`src/rtl/color_decode.sv`:
```
// Palette colour decoder: matches a 12-bit RGB pixel against eight fixed entries,
// registers the result behind a valid/ready stage and counts unmatched pixels per frame.
module color_decode #(
  parameter int TOL   = 0,
  parameter int CNT_W = 16
) (
  input  logic             clk,
  input  logic             rst,
  input  logic [11:0]      in_color,
  input  logic             in_sof,
  input  logic             in_valid,
  output logic             in_ready,
  output logic [2:0]       out_type,
  output logic             out_match,
  output logic             out_valid,
  input  logic             out_ready,
  output logic [CNT_W-1:0] err_count,
  output logic             frame_done
);

  localparam logic [CNT_W-1:0] CNT_MAX = '1;
  localparam logic [CNT_W-1:0] CNT_ONE = {{(CNT_W-1){1'b0}}, 1'b1};

  function automatic logic [11:0] palette(input logic [2:0] k);
    case (k)
      3'd0:    return 12'h666;
      3'd1:    return 12'h0FF;
      3'd2:    return 12'hFF0;
      3'd3:    return 12'hC0C;
      3'd4:    return 12'h0F0;
      3'd5:    return 12'hF00;
      3'd6:    return 12'h00F;
      default: return 12'hF70;
    endcase
  endfunction

  // Distance is taken on 5 bits so a small channel minus a large entry never wraps.
  function automatic logic ch_match(input logic [3:0] a, input logic [3:0] b);
    logic [4:0] d;
    d = (a >= b) ? ({1'b0, a} - {1'b0, b}) : ({1'b0, b} - {1'b0, a});
    return (d <= 5'(TOL));
  endfunction

  function automatic logic entry_match(input logic [11:0] c, input logic [11:0] e);
    return ch_match(c[11:8], e[11:8]) && ch_match(c[7:4], e[7:4]) &&
           ch_match(c[3:0], e[3:0]);
  endfunction

  function automatic logic [CNT_W-1:0] sat_inc(input logic [CNT_W-1:0] cnt);
    return (cnt == CNT_MAX) ? cnt : cnt + CNT_ONE;
  endfunction

  logic [2:0]       type_p0;
  logic             match_p0;
  logic             xfer_p0;
  logic [2:0]       type_p1;
  logic             match_p1;
  logic             vld_p1;
  logic [CNT_W-1:0] run_cnt;
  logic [CNT_W-1:0] err_p1;
  logic             done_p1;
  logic             started;

  // Stage p0: combinational decode; scanning downward leaves the lowest matching index.
  always_comb begin
    type_p0  = 3'd0;
    match_p0 = 1'b0;
    for (int k = 7; k >= 0; k--) begin
      if (entry_match(in_color, palette(3'(k)))) begin
        type_p0  = 3'(k);
        match_p0 = 1'b1;
      end
    end
  end

  assign in_ready = !vld_p1 || out_ready;
  assign xfer_p0  = in_valid && in_ready;

  // Stage p1: single output register; reloads whenever the slot is empty or being drained.
  always_ff @(posedge clk or posedge rst) begin
    if (rst) begin
      vld_p1   <= 1'b0;
      type_p1  <= 3'd0;
      match_p1 <= 1'b0;
    end else if (in_ready) begin
      vld_p1 <= in_valid;
      if (in_valid) begin
        type_p1  <= type_p0;
        match_p1 <= match_p0;
      end
    end
  end

  // Frame accounting follows input transfers only, so output stalls never skew counts.
  always_ff @(posedge clk or posedge rst) begin
    if (rst) begin
      run_cnt <= '0;
      err_p1  <= '0;
      done_p1 <= 1'b0;
      started <= 1'b0;
    end else begin
      done_p1 <= 1'b0;
      if (xfer_p0) begin
        if (in_sof) begin
          err_p1  <= started ? run_cnt : '0;
          done_p1 <= 1'b1;
          started <= 1'b1;
          run_cnt <= match_p0 ? '0 : CNT_ONE;
        end else if (!match_p0) begin
          run_cnt <= sat_inc(run_cnt);
        end
      end
    end
  end

  assign out_type   = type_p1;
  assign out_match  = match_p1;
  assign out_valid  = vld_p1;
  assign err_count  = err_p1;
  assign frame_done = done_p1;

endmodule

```
`config.mk`:
```
export PLATFORM = sky130hd
export DESIGN_NAME = color_decode
export DESIGN_NICKNAME = d
export VERILOG_FILES = /design/src/rtl/color_decode.sv
export SDC_FILE = /design/constraint.sdc
export NUM_CORES = 1
export LEC_CHECK = 0
export CORE_UTILIZATION = 59
export DETAILED_ROUTE_END_ITERATION = 7
export PLACE_DENSITY = 0.85
export SLEW_MARGIN = 20
export SYNTH_ARGS = -nofsm -noshare
export SYNTH_HDL_FRONTEND = slang
export SYNTH_SLANG_ARGS = --single-unit
```
`constraint.sdc`:
```
create_clock -name clk -period 6.1 [get_ports clk]
set_input_delay 1.22 -clock clk [delete_from_list [all_inputs] [get_ports clk]]
set_output_delay 1.22 -clock clk [all_outputs]
set_load 0.005 [all_outputs]
```
**After elaboration in Yosys (flattened, before gate mapping)**

Cells that the tools add are included.

- $add $sub $neg: 22
- Shift-type cells: 0
- Bitwise operators: 0
- Mux-type cells: 35
- Order comparisons: 24
- Divide/modulo/power cells: 0
- Reduce and logical (&&, ||, !) cells: 21
- Equality and inequality tests: 3
- Multiply operators: 0

Operators by type and width:

| kind | count |
|---|---|
| 2-to-1 mux 16 bit | 4 |
| <= comparator 5 x 1 -> 1 bit, second input constant | 12 |
| 2-to-1 mux 5 bit | 12 |
| subtractor 4 x 4 -> 5 bit, first input constant | 5 |
| subtractor 4 x 4 -> 5 bit, second input constant | 5 |
| 2-to-1 mux 3 bit | 8 |
| greater-or-equal comparator 4 bit, second input constant | 5 |
| subtractor 3 x 4 -> 5 bit, first input constant | 4 |
| subtractor 4 x 3 -> 5 bit, second input constant | 4 |
| adder 16 x 1 -> 16 bit, second input constant | 1 |
| == test 16 bit, second input constant | 1 |
| greater-or-equal comparator 4 x 3 -> 1 bit, second input constant | 4 |
| logical AND 1 bit | 16 |
| subtractor 1 x 4 -> 5 bit, first input constant | 3 |
| greater-or-equal comparator 4 x 1 -> 1 bit, second input constant | 3 |
| 2-to-1 mux 1 bit | 11 |
| inequality test 2 bit, second input constant | 2 |
| AND reduction 2 bit | 2 |
| AND reduction 3 bit | 1 |
| logical NOT 1 bit | 1 |
| logical OR 1 bit | 1 |

- ROM bits: 0
- Memories: 0
- Output and inout port bits: 23
- Bits in writable memories: 0
- Word-level logic and storage cells: 112
- Bits in latches: 0
- Register bits after elaboration: 39
- Bits of input ports: 17

**Longest topological paths before layout**

- Word-level depth: 15
- Depth in mapped cells: 11
- Depth with buffers taken out: 10

**Worst setup path before layout**

No wires, ideal clock.

- Path kind: input to register
- From: input in_color[9]
- To: register run_cnt[13]
- Stages on the path: 11
- Arrival time: 3373 ps
- Setup time: 126 ps
- Data required time: 5974 ps
- Buffers on the path: 1
- Setup slack: 2600 ps
- Path through: ha_1 > inv_1 > ha_1 > nor2b_1 > nor2_1 > a221oi_1 > nor4_1 > or3_4 > buf_8 > o311a_1 > a221o_1

- Cells in the longest elaborated chain, start to end: 15
- Elaborated cells between the ends (all ways): 44
- Those cells by class: 7 x add/sub; 8 x order compare; 1 x eq/ne; 12 x mux; 16 x reduce/logical

RTL lines:

| item | RTL line | text |
|---|---|---|
| start, declared | 9 | `input logic [11:0] in_color,` |
| subtractor 4 x 4 -> 5 bit / greater-or-equal comparator 4 bit (equally long branches) | 40 | `d = (a >= b) ? ({1'b0, a} - {1'b0, b}) : ({1'b0, b} - {1'b0, a});` |
| 2-to-1 mux 5 bit | 40 |  |
| <= comparator 5 x 1 -> 1 bit | 41 | `return (d <= 5'(TOL));` |
| logical AND 1 bit (2 in a row) | 45 | `return ch_match(c[11:8], e[11:8]) && ch_match(c[7:4], e[7:4]) &&` |
| 2-to-1 mux 1 bit (7 in a row) | 69 | `if (entry_match(in_color, palette(3'(k)))) begin` |
| 2-to-1 mux 1 bit (*) | 69 |  |
| inequality test 2 bit (no line) (*) | -- |  |
| AND reduction 3 bit (no line) (*) | -- |  |
| end signal, assigned | 108 | `run_cnt <= match_p0 ? '0 : CNT_ONE;` |
| end signal, assigned | 110 | `run_cnt <= sat_inc(run_cnt);` |
| end, declared | 59 | `logic [CNT_W-1:0] run_cnt;` |

Every way passes the cells marked *; elsewhere a longest branch is shown, timed or not.
A chain may end at the register's enable or synchronous reset.

**Final worst setup path**

- From: input in_color[10]
- To: register run_cnt[14]

The elaborated chain is that of the path after synthesis.

==> key figures <==
Critical path
  – Crit-path most repeated cell: ha_1
  – Required arrival time at the worst endpoint: 6.33 ns
  – Setup crit end kind: flop
  – Delay of the slowest critical-path stage: 0.69 ns
  – Worst Path Max Fanout: 11
  – Capture point of the worst reg-to-reg path: run_cnt[14]$_DFFE_PP0P_
  – Cells along the critical path: clkdlybuf4s50_1, ha_1, inv_1, ha_1, nand3b_1, o32ai_1, a221oi_1, nor4_1, or3_4, or4b_2, nand3_1
  – Critical Setup Path Class: in -> reg
  – Cell depth of the worst flop-to-flop path: 8
  – Element type at the critical path start: input pin
  – Start of the worst register-to-register path: run_cnt[0]$_DFFE_PP0P_
  – Register-to-register setup slack: about 3.6 ns
  – Data arrival, critical path: between 4 and 5 ns
  – Standard cell with the maximum stage delay on the critical path: clkdlybuf4s50_1

Yosys
  – Area fraction of the dominant cell type after synthesis: 0.348
  – Post-synthesis cell type with the largest combined area: dfrtp_1
  – Syn Inst Count: 326
  – Primary FF master, synth: dfrtp_1
  – Post-synthesis register bit count: 39
  – Async set or reset register ratio after synthesis: 1.00
  – Synth warn: 0
  – Post-synth design cell area: 2800 um2
  – Post-synth EDFFs: 0
  – Largest cells by area after synthesis: dfrtp_1, ha_1, nand2_1, o21ai_0, nor2_1
  – Share of the yosys chip area belonging to registers: 0.348
  – Count of cell types in the netlist: 61
  – Post-synthesis net count: 370
  – Mean instance size in the synthesized netlist: 8.60 um2

Floorplan
  – Horiz. Die Dim: 70.9 um
  – Floorplan die area: 5030 um2
  – Die height: 70.9 um
  – Site Rows: 24
  – Initial cell density of the core: 0.626
  – Core box area: between 4000 and 5000 um2
  – Num ports: 40

Clock tree
  – Clock latency of the later-clocked register in the worst-skew pair: 0.29 ns
  – Clock sink count: 39
  – Clock tree from TritonCTS: yes
  – Setup fix buffers added after clock tree synthesis: 0
  – TritonCTS Buffers: 5
  – Post-cts repair resize count: 0
  – H-tree lvl count: 2
  – Cell at the root of the clock tree: clkbuf_8
  – Hold-fix buffers, CTS: 0
  – Clock-pin transition on the worst setup and hold timing paths: ~0.080 ns
  – Largest buffer count on any clock path: 2

Final layout
  – Final net count: 403
  – Share of post-route cells with drive strength above 1: 0.0694
  – Antenna cells: 0
  – Core Util, Final: 0.732
  – Commonest cells after routing, fill and taps aside: nand2_1, dfrtp_1, clkdlybuf4s50_1, o21ai_0, ha_1
  – Most common cell after layout, fill and taps aside: nand2_1
  – Synthesis-to-finish area growth: 16.9%

STA
  – Final Hold Fails: 0
  – Worst Skew: roughly 0.0049 ns
  – Final setup fails: 0
  – Aggregate negative setup slack: 0 ns
  – Crit path time final: 4.24 ns
  – Remaining max-slew budget at the tightest pin: 0.398
  – Number of pins with negative max-slew slack in the final report: 0
  – Achievable clock frequency: 236 MHz
  – Unrepaired setup endpoints after global routing: no
  – Measured slew at the worst slew-check pin: 0.901 ns
  – Period utilisation layout: 0.695
  – Hold WS: about 0.48 ns

Global route
  – Number of global-route vias before repair: 2314
  – Total grt overflow: 0
  – Global-route usage over all layers: 0.253
  – Initial antenna violation count: 0
  – Largest net degree at the start of global routing: 40
  – First-pass GRT wire length: roughly 10000 um

Hold path
  – Worst hold path stage count: 2
  – Launch instance of the worst min-delay path: err_count[8]$_DFFE_PP0P_
  – Min-Delay Endpoint: err_count[8]$_DFFE_PP0P_
  – Hold Path Class: reg -> reg

Pwr
  – Max rail drop VDD: around 0.00018 V
  – Power density of the placed cells: 210 nW/um2
  – Switching power: ~220 uW
  – Proportion of power drawn by the clock network: 0.249
  – Internal Pwr Total: 471 uW
  – Sequential share of power: 0.497
  – Logic gate share of total power: 0.254
  – Sw Share: 0.315
  – Leakage Power: roughly 0.0014 uW

Drt
  – Total Wirelength: between 5000 and 6000 um
  – Drc violations: 6
  – Detailed-routing iteration count for the pre-antenna-repair pass: 6
  – Total via count after detailed routing: 2468
  – Metal2 WL: 2760 um
  – Routed length on met1: ~2700 um
  – Via/cell ratio: between 5 and 6
  – Highest Signal Layer: met4
  – Number of DRC markers after the initial detailed-route iteration: 178
  – Count of antenna-violating nets left after detailed routing: 0
  – Met3 wire length: 196 um
  – Routed WL per cell: 14.0 um

Outcome
  – Result of the run: finished with violations
  – Failing checks: DRC

Run
  – Maxcap violations: 0

Placement
  – Number of I/O port buffers: 39
  – Sum of net half-perimeters after detailed placement: approximately 4300 um
  – Weighted congestion reported at the end of routability-driven placement: 0.852
## synthesized netlist by cell type (2+ instances only)
master,count
a31oi_1,2
nor3_1,4
a32o_1,2
and2_1,4
nor3b_1,7
a211o_1,6
or2_2,2
nand2_1,61
and3_1,4
o21ai_0,27
a21o_1,2
nor4b_1,4
nor4_1,6
ha_1,27
or4_4,2
dfrtp_1,39
xnor2_1,4
nor2b_1,3
nor4_2,2
inv_1,15
nand4_1,5
a31o_2,2
nor2_1,19
clkbuf_1,10
nand2b_1,10
nand4b_1,3
buf_2,2
o211ai_1,3
a21oi_1,5
or4_1,2
nand3_1,12
## stage by stage
stage	cells	cell area, um2	total power, uW	worst slack (ns)
after floorplan	326	2800	434	2.60
after global placement	404	3190	515	1.70
after detailed placement	404	3190	520	1.59
after CTS	412	3280	689	1.87
after global routing	412	3280	730	1.66
final	412	3280	687	1.86
## power groups by stage
stage | logic [uW] | clock network [uW] | registers [uW]
floorplan | 99.4 | 0 | 335
global placement | 171 | 0 | 344
detailed placement | 175 | 0 | 345
CTS | 176 | 173 | 340
global route | 198 | 184 | 347
finish | 174 | 171 | 341
## kinds of logic after synthesis
| family | share of synthesized area |
|---|---|
| buf+inv | 0.0491 |
| flops | 0.348 |
| compound gates | 0.173 |
| fa+ha+maj | 0.121 |
| xor+xnor | 0.0125 |
| simple gates | 0.297 |
## area by class of cell
cell class / count / area (um2)
Clock inverter: 2 / 12.5
Tap cell: 52 / 65.1
Timing Repair Buffer: 40 / 398
Fill cell: 360 / 1200
Sequential cell: 39 / 976
Inverter: 17 / 63.8
Clock buffer: 6 / 72.6
Multi-Input combinational cell: 256 / 1690
## worst max path at each step
stage,start,end,slack (ns),cells after the start
after floorplan,in_color[9],run_cnt[13]$_DFFE_PP0P_,2.60,11
after global placement,in_color[10],run_cnt[14]$_DFFE_PP0P_,1.70,11
after detailed placement,in_color[10],run_cnt[14]$_DFFE_PP0P_,1.59,11
after CTS,in_color[10],run_cnt[14]$_DFFE_PP0P_,1.87,11
after global routing,in_color[10],run_cnt[12]$_DFFE_PP0P_,1.66,11
final,in_color[10],run_cnt[14]$_DFFE_PP0P_,1.86,11
## sequential cells by signal, summed over array words and instances, names as in the netlist
register and cells:
err_count 16, frame_done 1, out_match 1, out_type 3, out_valid 1, run_cnt 16
started 1
## critical path: cells and delay by family
kind | cells | cell delay (ns)
simple gates | 5 | 1.49
buf+inv | 2 | 0.75
fa+ha+maj | 2 | 0.52
compound gates | 2 | 0.49
## layer usage
metal	up-vias	global-route usage
met5	-	0
met4	0	0.0867
met3	9	0.0513
met2	52	0.422
met1	1179	0.329
li1	1228	-
(Power assumes the default switching activity.)
